===== config.mk =====
export PLATFORM = sky130hd
export DESIGN_NAME = bpsk_frame_ctrl
export DESIGN_NICKNAME = d
export VERILOG_FILES = /design/src/rtl/bpsk_ctrl_pkg.sv /design/src/rtl/bpsk_sym_timer.sv /design/src/rtl/bpsk_frame_ctrl.sv
export SDC_FILE = /design/constraint.sdc
export NUM_CORES = 1
export LEC_CHECK = 0
export CAP_MARGIN = 20
export CORE_UTILIZATION = 30
export CTS_CLUSTER_SIZE = 14
export DETAILED_ROUTE_END_ITERATION = 8
export MAX_ROUTING_LAYER = met4
export PLACE_DENSITY_LB_ADDON = 0.12
export SYNTH_ARGS = -nofsm -noshare
export SYNTH_HDL_FRONTEND = slang
export SYNTH_HIERARCHICAL = 1
export SYNTH_SLANG_ARGS = --single-unit

===== constraint.sdc =====
create_clock -name clk -period 1.9 [get_ports clk]
set_input_delay 0.38 -clock clk [delete_from_list [all_inputs] [get_ports clk]]
set_output_delay 0.38 -clock clk [all_outputs]
set_load 0.1 [all_outputs]

===== src/rtl/bpsk_ctrl_pkg.sv =====
// Shared state encoding and frame constants for the BPSK frame controller.
package bpsk_ctrl_pkg;

  typedef enum logic [2:0] {
    IDLE  = 3'd0,
    PRE   = 3'd1,
    DATA  = 3'd2,
    PAR   = 3'd3,
    GUARD = 3'd4
  } state_e;

  localparam int PRE_LEN    = 8;
  localparam int DATA_LEN   = 8;
  localparam int FRAME_SYMS = PRE_LEN + DATA_LEN + 1;

  localparam logic [7:0] DEF_PRE_PATTERN = 8'hAA;

endpackage


===== src/rtl/bpsk_sym_timer.sv =====
// Symbol period counter. sym_strobe marks the last cycle of each symbol so the
// controller can register the next symbol into its outputs on that edge.
module bpsk_sym_timer #(
  parameter int SYM_CYCLES = 16
) (
  input  logic clk,
  input  logic rst,
  input  logic run,
  output logic sym_strobe
);

  localparam int            CW   = $clog2(SYM_CYCLES);
  localparam logic [CW-1:0] LAST = CW'(SYM_CYCLES - 1);

  logic [CW-1:0] cnt_q, cnt_d;
  logic          wrap;

  assign wrap = (cnt_q == LAST);

  always_comb begin
    cnt_d = cnt_q;
    if (!run || wrap) begin
      cnt_d = '0;
    end else begin
      cnt_d = cnt_q + 1'b1;
    end
  end

  always_ff @(posedge clk) begin
    if (rst) begin
      cnt_q <= '0;
    end else begin
      cnt_q <= cnt_d;
    end
  end

  assign sym_strobe = run && wrap;

endmodule


===== src/rtl/bpsk_frame_ctrl.sv =====
// Frame sequencer feeding a BPSK modulator: preamble, latched data byte and
// even parity, followed by a guard gap. Every output comes straight from a register.
module bpsk_frame_ctrl
  import bpsk_ctrl_pkg::*;
#(
  parameter int         SYM_CYCLES  = 16,
  parameter logic [7:0] PRE_PATTERN = DEF_PRE_PATTERN,
  parameter int         GUARD_SYMS  = 2
) (
  input  logic       clk,
  input  logic       rst,
  input  logic       start,
  input  logic [7:0] data_in,
  output logic       ready,
  output logic       busy,
  output logic       mod_en,
  output logic       mod_d,
  output logic       sym_strobe,
  output logic       done
);

  localparam int         GW        = (GUARD_SYMS > 1) ? $clog2(GUARD_SYMS) : 1;
  localparam logic [GW-1:0] LAST_GUARD = GW'(GUARD_SYMS - 1);
  localparam logic [2:0] LAST_PRE  = 3'(PRE_LEN - 1);
  localparam logic [2:0] LAST_DATA = 3'(DATA_LEN - 1);

  state_e        state_q, state_d;
  logic [2:0]    bit_q, bit_d, nxt_bit;
  logic [GW-1:0] guard_q, guard_d;
  logic [7:0]    data_q, data_d;
  logic          ready_q, ready_d;
  logic          busy_q, busy_d;
  logic          mod_en_q, mod_en_d;
  logic          mod_d_q, mod_d_d;
  logic          strobe_q, strobe_d;
  logic          done_q, done_d;
  logic          run;
  logic          sym_tick;

  assign run = (state_q != IDLE);

  bpsk_sym_timer #(
    .SYM_CYCLES(SYM_CYCLES)
  ) u_timer (
    .clk       (clk),
    .rst       (rst),
    .run       (run),
    .sym_strobe(sym_tick)
  );

  // Next-state values are what the outputs show in the following cycle, so a
  // symbol change and its strobe land together on the edge after sym_tick.
  always_comb begin
    state_d  = state_q;
    bit_d    = bit_q;
    guard_d  = guard_q;
    data_d   = data_q;
    ready_d  = ready_q;
    busy_d   = busy_q;
    mod_en_d = mod_en_q;
    mod_d_d  = mod_d_q;
    strobe_d = 1'b0;
    done_d   = 1'b0;
    nxt_bit  = bit_q + 3'd1;

    case (state_q)
      IDLE: begin
        ready_d  = 1'b1;
        busy_d   = 1'b0;
        mod_en_d = 1'b0;
        mod_d_d  = 1'b0;
        if (start && ready_q) begin
          state_d  = PRE;
          data_d   = data_in;
          bit_d    = 3'd0;
          ready_d  = 1'b0;
          busy_d   = 1'b1;
          mod_en_d = 1'b1;
          mod_d_d  = PRE_PATTERN[7];
          strobe_d = 1'b1;
        end
      end
      PRE: begin
        if (sym_tick) begin
          strobe_d = 1'b1;
          if (bit_q == LAST_PRE) begin
            state_d = DATA;
            bit_d   = 3'd0;
            mod_d_d = data_q[7];
          end else begin
            bit_d   = nxt_bit;
            mod_d_d = PRE_PATTERN[LAST_PRE - nxt_bit];
          end
        end
      end
      DATA: begin
        if (sym_tick) begin
          strobe_d = 1'b1;
          if (bit_q == LAST_DATA) begin
            state_d = PAR;
            bit_d   = 3'd0;
            mod_d_d = ^data_q;
          end else begin
            bit_d   = nxt_bit;
            mod_d_d = data_q[LAST_DATA - nxt_bit];
          end
        end
      end
      PAR: begin
        if (sym_tick) begin
          state_d  = GUARD;
          guard_d  = '0;
          mod_en_d = 1'b0;
          mod_d_d  = 1'b0;
        end
      end
      GUARD: begin
        if (sym_tick) begin
          if (guard_q == LAST_GUARD) begin
            state_d = IDLE;
            done_d  = 1'b1;
            ready_d = 1'b1;
            busy_d  = 1'b0;
          end else begin
            guard_d = guard_q + 1'b1;
          end
        end
      end
      default: begin
        state_d = IDLE;
      end
    endcase
  end

  always_ff @(posedge clk) begin
    if (rst) begin
      state_q  <= IDLE;
      bit_q    <= 3'd0;
      guard_q  <= '0;
      data_q   <= 8'h00;
      ready_q  <= 1'b1;
      busy_q   <= 1'b0;
      mod_en_q <= 1'b0;
      mod_d_q  <= 1'b0;
      strobe_q <= 1'b0;
      done_q   <= 1'b0;
    end else begin
      state_q  <= state_d;
      bit_q    <= bit_d;
      guard_q  <= guard_d;
      data_q   <= data_d;
      ready_q  <= ready_d;
      busy_q   <= busy_d;
      mod_en_q <= mod_en_d;
      mod_d_q  <= mod_d_d;
      strobe_q <= strobe_d;
      done_q   <= done_d;
    end
  end

  assign ready      = ready_q;
  assign busy       = busy_q;
  assign mod_en     = mod_en_q;
  assign mod_d      = mod_d_q;
  assign sym_strobe = strobe_q;
  assign done       = done_q;

endmodule


=== Yosys cells after proc, flatten, opt, wreduce, memory -nomap -nowiden ===
Memories as Yosys holds them, arrays and structs flattened.
Cells that the tools add are included.

* Multiplexer cells: 37
* Equal/unequal tests: 15
* Bitwise operators: 2
* Add/sub/neg operators: 4
* $lt $le $gt $ge: 1
* Reductions and logical operators: 22

{| class="wikitable"
|+ Operator list
! cell !! number
|-
| 3-bit two-way mux || 11
|-
| 1-bit two-way mux || 17
|-
| 2-bit inequality test, second input constant || 8
|-
| 3-bit case mux with 5 select lines || 1
|-
| 1-bit case mux with 2 select lines || 5
|-
| 3-bit AND reduction || 3
|-
| 8-bit AND reduction || 1
|-
| 2-bit nonzero test || 4
|-
| 8-bit parity || 1
|-
| 3-bit by 2-bit equality test with 1-bit output, second input constant || 2
|-
| 3-bit equality test, second input constant || 2
|-
| 3-bit case mux with 2 select lines || 1
|-
| 4-bit by 1-bit adder with 4-bit output, second input constant || 1
|-
| 4-bit equality test, second input constant || 1
|-
| 3-bit by 4-bit < comparator with 1-bit output, second input constant || 1
|-
| 1-bit case mux with 4 select lines || 1
|-
| 2-bit AND reduction || 2
|-
| 4-bit AND reduction || 1
|-
| 4-bit nonzero test || 1
|-
| 2-bit OR reduction || 2
|-
| 3-bit by 1-bit adder with 3-bit output, second input constant || 1
|-
| 1-bit binary-select mux with 3-bit select || 1
|-
| 3-bit by 1-bit equality test with 1-bit output, second input constant || 1
|-
| 3-bit zero test || 1
|-
| 9 further kinds || 11
|}

* Memories kept: 1
* Word-level logic and storage cells: 93
* ROM bits: 8
* Bits in registers: 25
* Output and inout port bits: 6
* Bits of input ports: 11

{| class="wikitable"
|+ Memories
! memory !! words !! bits a word !! read ports !! clocked after memory_dff !! wr ports !! line !! RTL
|-
| (name not given) || 8 || 1 || 1 || 0 || 0 || bpsk_frame_ctrl.sv:92 || <nowiki>mod_d_d = PRE_PATTERN[LAST_PRE - nxt_bit];</nowiki>
|}

=== Longest topological paths before layout ===
* Depth in word-level cells: 7
* Depth in mapped cells: 10
* Gate-level depth less buffers: 9

=== Cells and area by module ===
Netlist, hierarchy kept.

{| class="wikitable"
|+ By module, submodules not included
! module !! sequential area each (um2) !! area each (um2) !! times used !! cells an instance
|-
| bpsk_frame_ctrl || 420.4 || 1082.3 || 1 || 126
|-
| bpsk_sym_timer || 80.1 || 165.2 || 1 || 16
|}

=== Worst setup path after synthesis ===
OpenSTA, ideal clock, no wires.

* Path type: register -> register
* From: register ready_q, in the netlist ready
* To: register bit_q[0]
* Buffers on the path: 0
* Data required time: 1772 ps
* Period minus slack after synthesis: 1951 ps
* Setup time: 128 ps
* Data arrival time: 1823 ps
* Slack: -51 ps
* Cell stages (with the launch flop): 6
* Cells stage by stage: dfxtp_1 nand2_1 nor2_8 nor2_4 a22oi_2 nor2_1

* Cells in the longest elaborated chain, start to end: 3

{| class="wikitable"
|+ RTL lines
! item !! line !! RTL
|-
| start, declared || bpsk_frame_ctrl.sv:31 || <nowiki>logic ready_q, ready_d;</nowiki>
|-
| start signal, assigned || bpsk_frame_ctrl.sv:152 || <nowiki>ready_q <= ready_d;</nowiki>
|-
| 1-bit logical AND || bpsk_frame_ctrl.sv:72 || <nowiki>if (start && ready_q) begin</nowiki>
|-
| 2-bit inequality test (no line) || -- ||
|-
| 3-bit AND reduction (no line) || -- ||
|-
| end signal, assigned || bpsk_frame_ctrl.sv:149 || <nowiki>bit_q <= bit_d;</nowiki>
|-
| end, declared || bpsk_frame_ctrl.sv:28 || <nowiki>logic [2:0] bit_q, bit_d, nxt_bit;</nowiki>
|}

No other way between the ends.
A chain may end at the register's enable or synchronous reset.

=== Worst setup path in the final report ===
* From: register state_q[0]
* To: register bit_q[1]

* Cells in the longest elaborated chain, start to end: 4

{| class="wikitable"
|+ RTL lines
! item !! line !! RTL
|-
| start, declared || bpsk_frame_ctrl.sv:27 || <nowiki>state_e state_q, state_d;</nowiki>
|-
| start signal, assigned || bpsk_frame_ctrl.sv:148 || <nowiki>state_q <= state_d;</nowiki>
|-
| 3-bit nonzero test || bpsk_frame_ctrl.sv:40 || <nowiki>assign run = (state_q != IDLE);</nowiki>
|-
| named net run || bpsk_frame_ctrl.sv:37 || <nowiki>logic run;</nowiki>
|-
| 1-bit logical AND || bpsk_sym_timer.sv:37 || <nowiki>assign sym_strobe = run && wrap;</nowiki>
|-
| named net sym_tick || bpsk_frame_ctrl.sv:38 || <nowiki>logic sym_tick;</nowiki>
|-
| 2-bit by 1-bit inequality test with 1-bit output (no line) || -- ||
|-
| 3-bit AND reduction (no line) || -- ||
|}

The timed path passes the listed nets, and every way through them passes these cells.

==> metrics.cfg <==
[cts]
htreeDepth=1
cts_root_buf=clkbuf_8
cts.sinks=25
cts_tree=built
cts.clk_slew.worst_paths_ns=0.10
cts_buffer_depth=2
clock_latency_ns=0.27
numCtsBuffers=3
ctsHoldBuffers=0

[logic_synthesis]
ys_seq_elements=25
synth.avg_cell_area_um2=8.78
synth_top_cell_area_share=0.401
ys_top_cells_by_count=dfxtp_1 (25), nand2_1 (20), a21oi_1 (17)
synth-main-ff-cell=dfxtp_1
synth_top_cell_by_area=dfxtp_1
netlist_area_um2=1250
synth-edff-count=0
syn_nets=157
yosys-top-cells-area=dfxtp_1 (40%), a21oi_1 (6.8%), nand2_1 (6.0%), xnor2_1 (5.6%), nor2_1 (4.5%)
synthArstFlopShare=0
ys_seq_area_frac=0.401
synth_cell_type_count=39
synthCells=142
synth_warnings=6
synth_most_common_cell=dfxtp_1

[place]
pre_cts_ws_ns=0.112
gp_congestion=0.797
dp_hpwl_um=1870
io_buffers=16

[critical_path]
critical_path_arrival_ns=1.97
critPathRequiredTime_ns=2.06
cp_max_fo=5
r2r_end=bit_q[1]
r2r_start=state_q[0]
crit_path_start_kind=flip-flop
path_class=reg2reg
r2r_setup_slack_ns=0.09
end_kind=flip-flop
reg2reg_depth=9

[detailed_routing]
first_iter_violations=24
num_vias=995
via_per_inst=4.67
final_antenna_net_count=0
wl_per_cell_um=11.8
dr.pass1.iters=4
route.detailed.drc=0
wl_um=2510

[finish]
antennaDiodeCount=0
nFillCells=414
fin_util=0.387
nets=179
drive_gt1_frac=0.172
area_growth_pct=24.0

[hold_path]
min_from=u_timer/cnt_q[0]
whs_path_depth=1
hold_class=reg2reg
timing.hold.worst_endpoint=u_timer/cnt_q[0]

[sta]
drv_slew=0
finalHoldViolCount=0
setup_viol=0
fmax_mhz=552
slew_headroom=0.762
period_minus_slack_ns=1.81
setup_ws_ns=0.0896
rsz0062_at_grt=false
setup_tns_ns=0
skew_ns=0.0126
hold_ws_ns=0.460
min_period_over_period=0.953
worst_pin_slew_ns=0.348

[global_routing]
antenna_found_initial=0
grtUsageTotal=0.128
grt_start_max_net_pins=15
overflow=0
grt_pass1_vias=948
grt_pass1_wl_um=4200

[floorplan]
start_util=0.312
io_pins=17
fp.dieW_um=66.5
fp.coreArea_um2=4000
dieArea_um2=4420
dieHeight_um=66.5
core.rowCount=23

[pwr]
powerDensity_nw_per_um2=728
p_leak_nw=0.590
irDropWorstVdd_v=0.000280

[run]
max-cap-violations=0

[outcome]
status=completed

## sequential cells by signal, indices dropped and copies added, names as in the netlist, 3 cells and up
name / flops
data_q: 8
bit_q: 3
state_q: 3
u_timer/cnt_q: 4
## critical path, stage by stage, from the launching register on
cell and delay (ns):
dfxtp_1 0.32, or2_4 0.29, nor2_8 0.12, inv_4 0.07
and4_2 0.27, inv_1 0.15, nor3_4 0.08, buf_4 0.14
a32oi_1 0.21, nor2_1 0.05
## what timing repair did
item	4_1_cts	5_1_grt
resized for setup	0	2
setup buffers	0	1
setup endpoints to repair	0	4
## report_power, final
group          switching [mW]  internal [mW]
Clock                   0.174          0.147
Combinational           0.141         0.0969
Sequential             0.0201          0.547
Total                   0.335          0.791
## layer usage
metal  track usage  share of wire
met3        0.0205          0.024
met1         0.160           0.48
met5             -              0
met4        0.0479          0.011
met2         0.209           0.48
## final cells by class
| class | count | area (um2) | share of cell area |
|---|---|---|---|
| Clock inverter | 1 | 5.00 | 0.00324 |
| Clock buffer | 3 | 41.3 | 0.0267 |
| Multi-Input combinational cell | 106 | 696 | 0.450 |
| Timing Repair Buffer | 22 | 215 | 0.139 |
| Tap cell | 50 | 62.6 | 0.0405 |
| Sequential cell | 25 | 502 | 0.324 |
| Inverter | 6 | 25.0 | 0.0162 |
## stage by stage
| stage | instance area (um2) | power [mW] | std cells |
|---|---|---|---|
| floorplan | 1250 | 0.751 | 142 |
| global placement | 1490 | 0.819 | 208 |
| detailed placement | 1490 | 0.820 | 208 |
| CTS | 1540 | 1.14 | 212 |
| global route | 1550 | 1.18 | 213 |
| finish | 1550 | 1.13 | 213 |
## layout by cell type (no fill, tap or decap), drive strengths merged, types with 2 or more instances in the layout
cell and count:
o21ai 6, a21oi 17, nor2b 2, dfxtp 25, o21bai 3, nand2 20, nand2b 2, buf 12
xnor2 8, ha 4, nor2 18, nand3 3, a31oi 3, nor3 4, clkbuf 3, xor2 2
inv 6, clkdlybuf4s50 10, a22oi 2
## cell families (layout without fill, tap and decap cells)
| kind of cell | Yosys count | after routing | share of synthesized area |
|---|---|---|---|
| AND/OR/NAND/NOR | 53 | 53 | 0.241 |
| AO/OA/AOI/OAI | 37 | 37 | 0.180 |
| flip-flops | 25 | 25 | 0.401 |
| buffers and inverters | 11 | 32 | 0.0421 |
| XOR/XNOR | 10 | 10 | 0.0702 |
| adder cells (fa/ha/maj) | 4 | 4 | 0.0401 |
| multiplexers | 2 | 2 | 0.0261 |
## worst max path at each step
stage                    start  endpoint  slack (ns)
finish              state_q[0]  bit_q[1]        0.09
global route        state_q[0]  bit_q[1]        0.03
CTS                 state_q[1]  bit_q[1]        0.09
detailed placement  state_q[1]  bit_q[0]        0.11
global placement    state_q[0]  bit_q[0]        0.19
floorplan           state_q[0]  bit_q[0]        0.16
No activity file was read; power rests on OpenSTA's default activity.
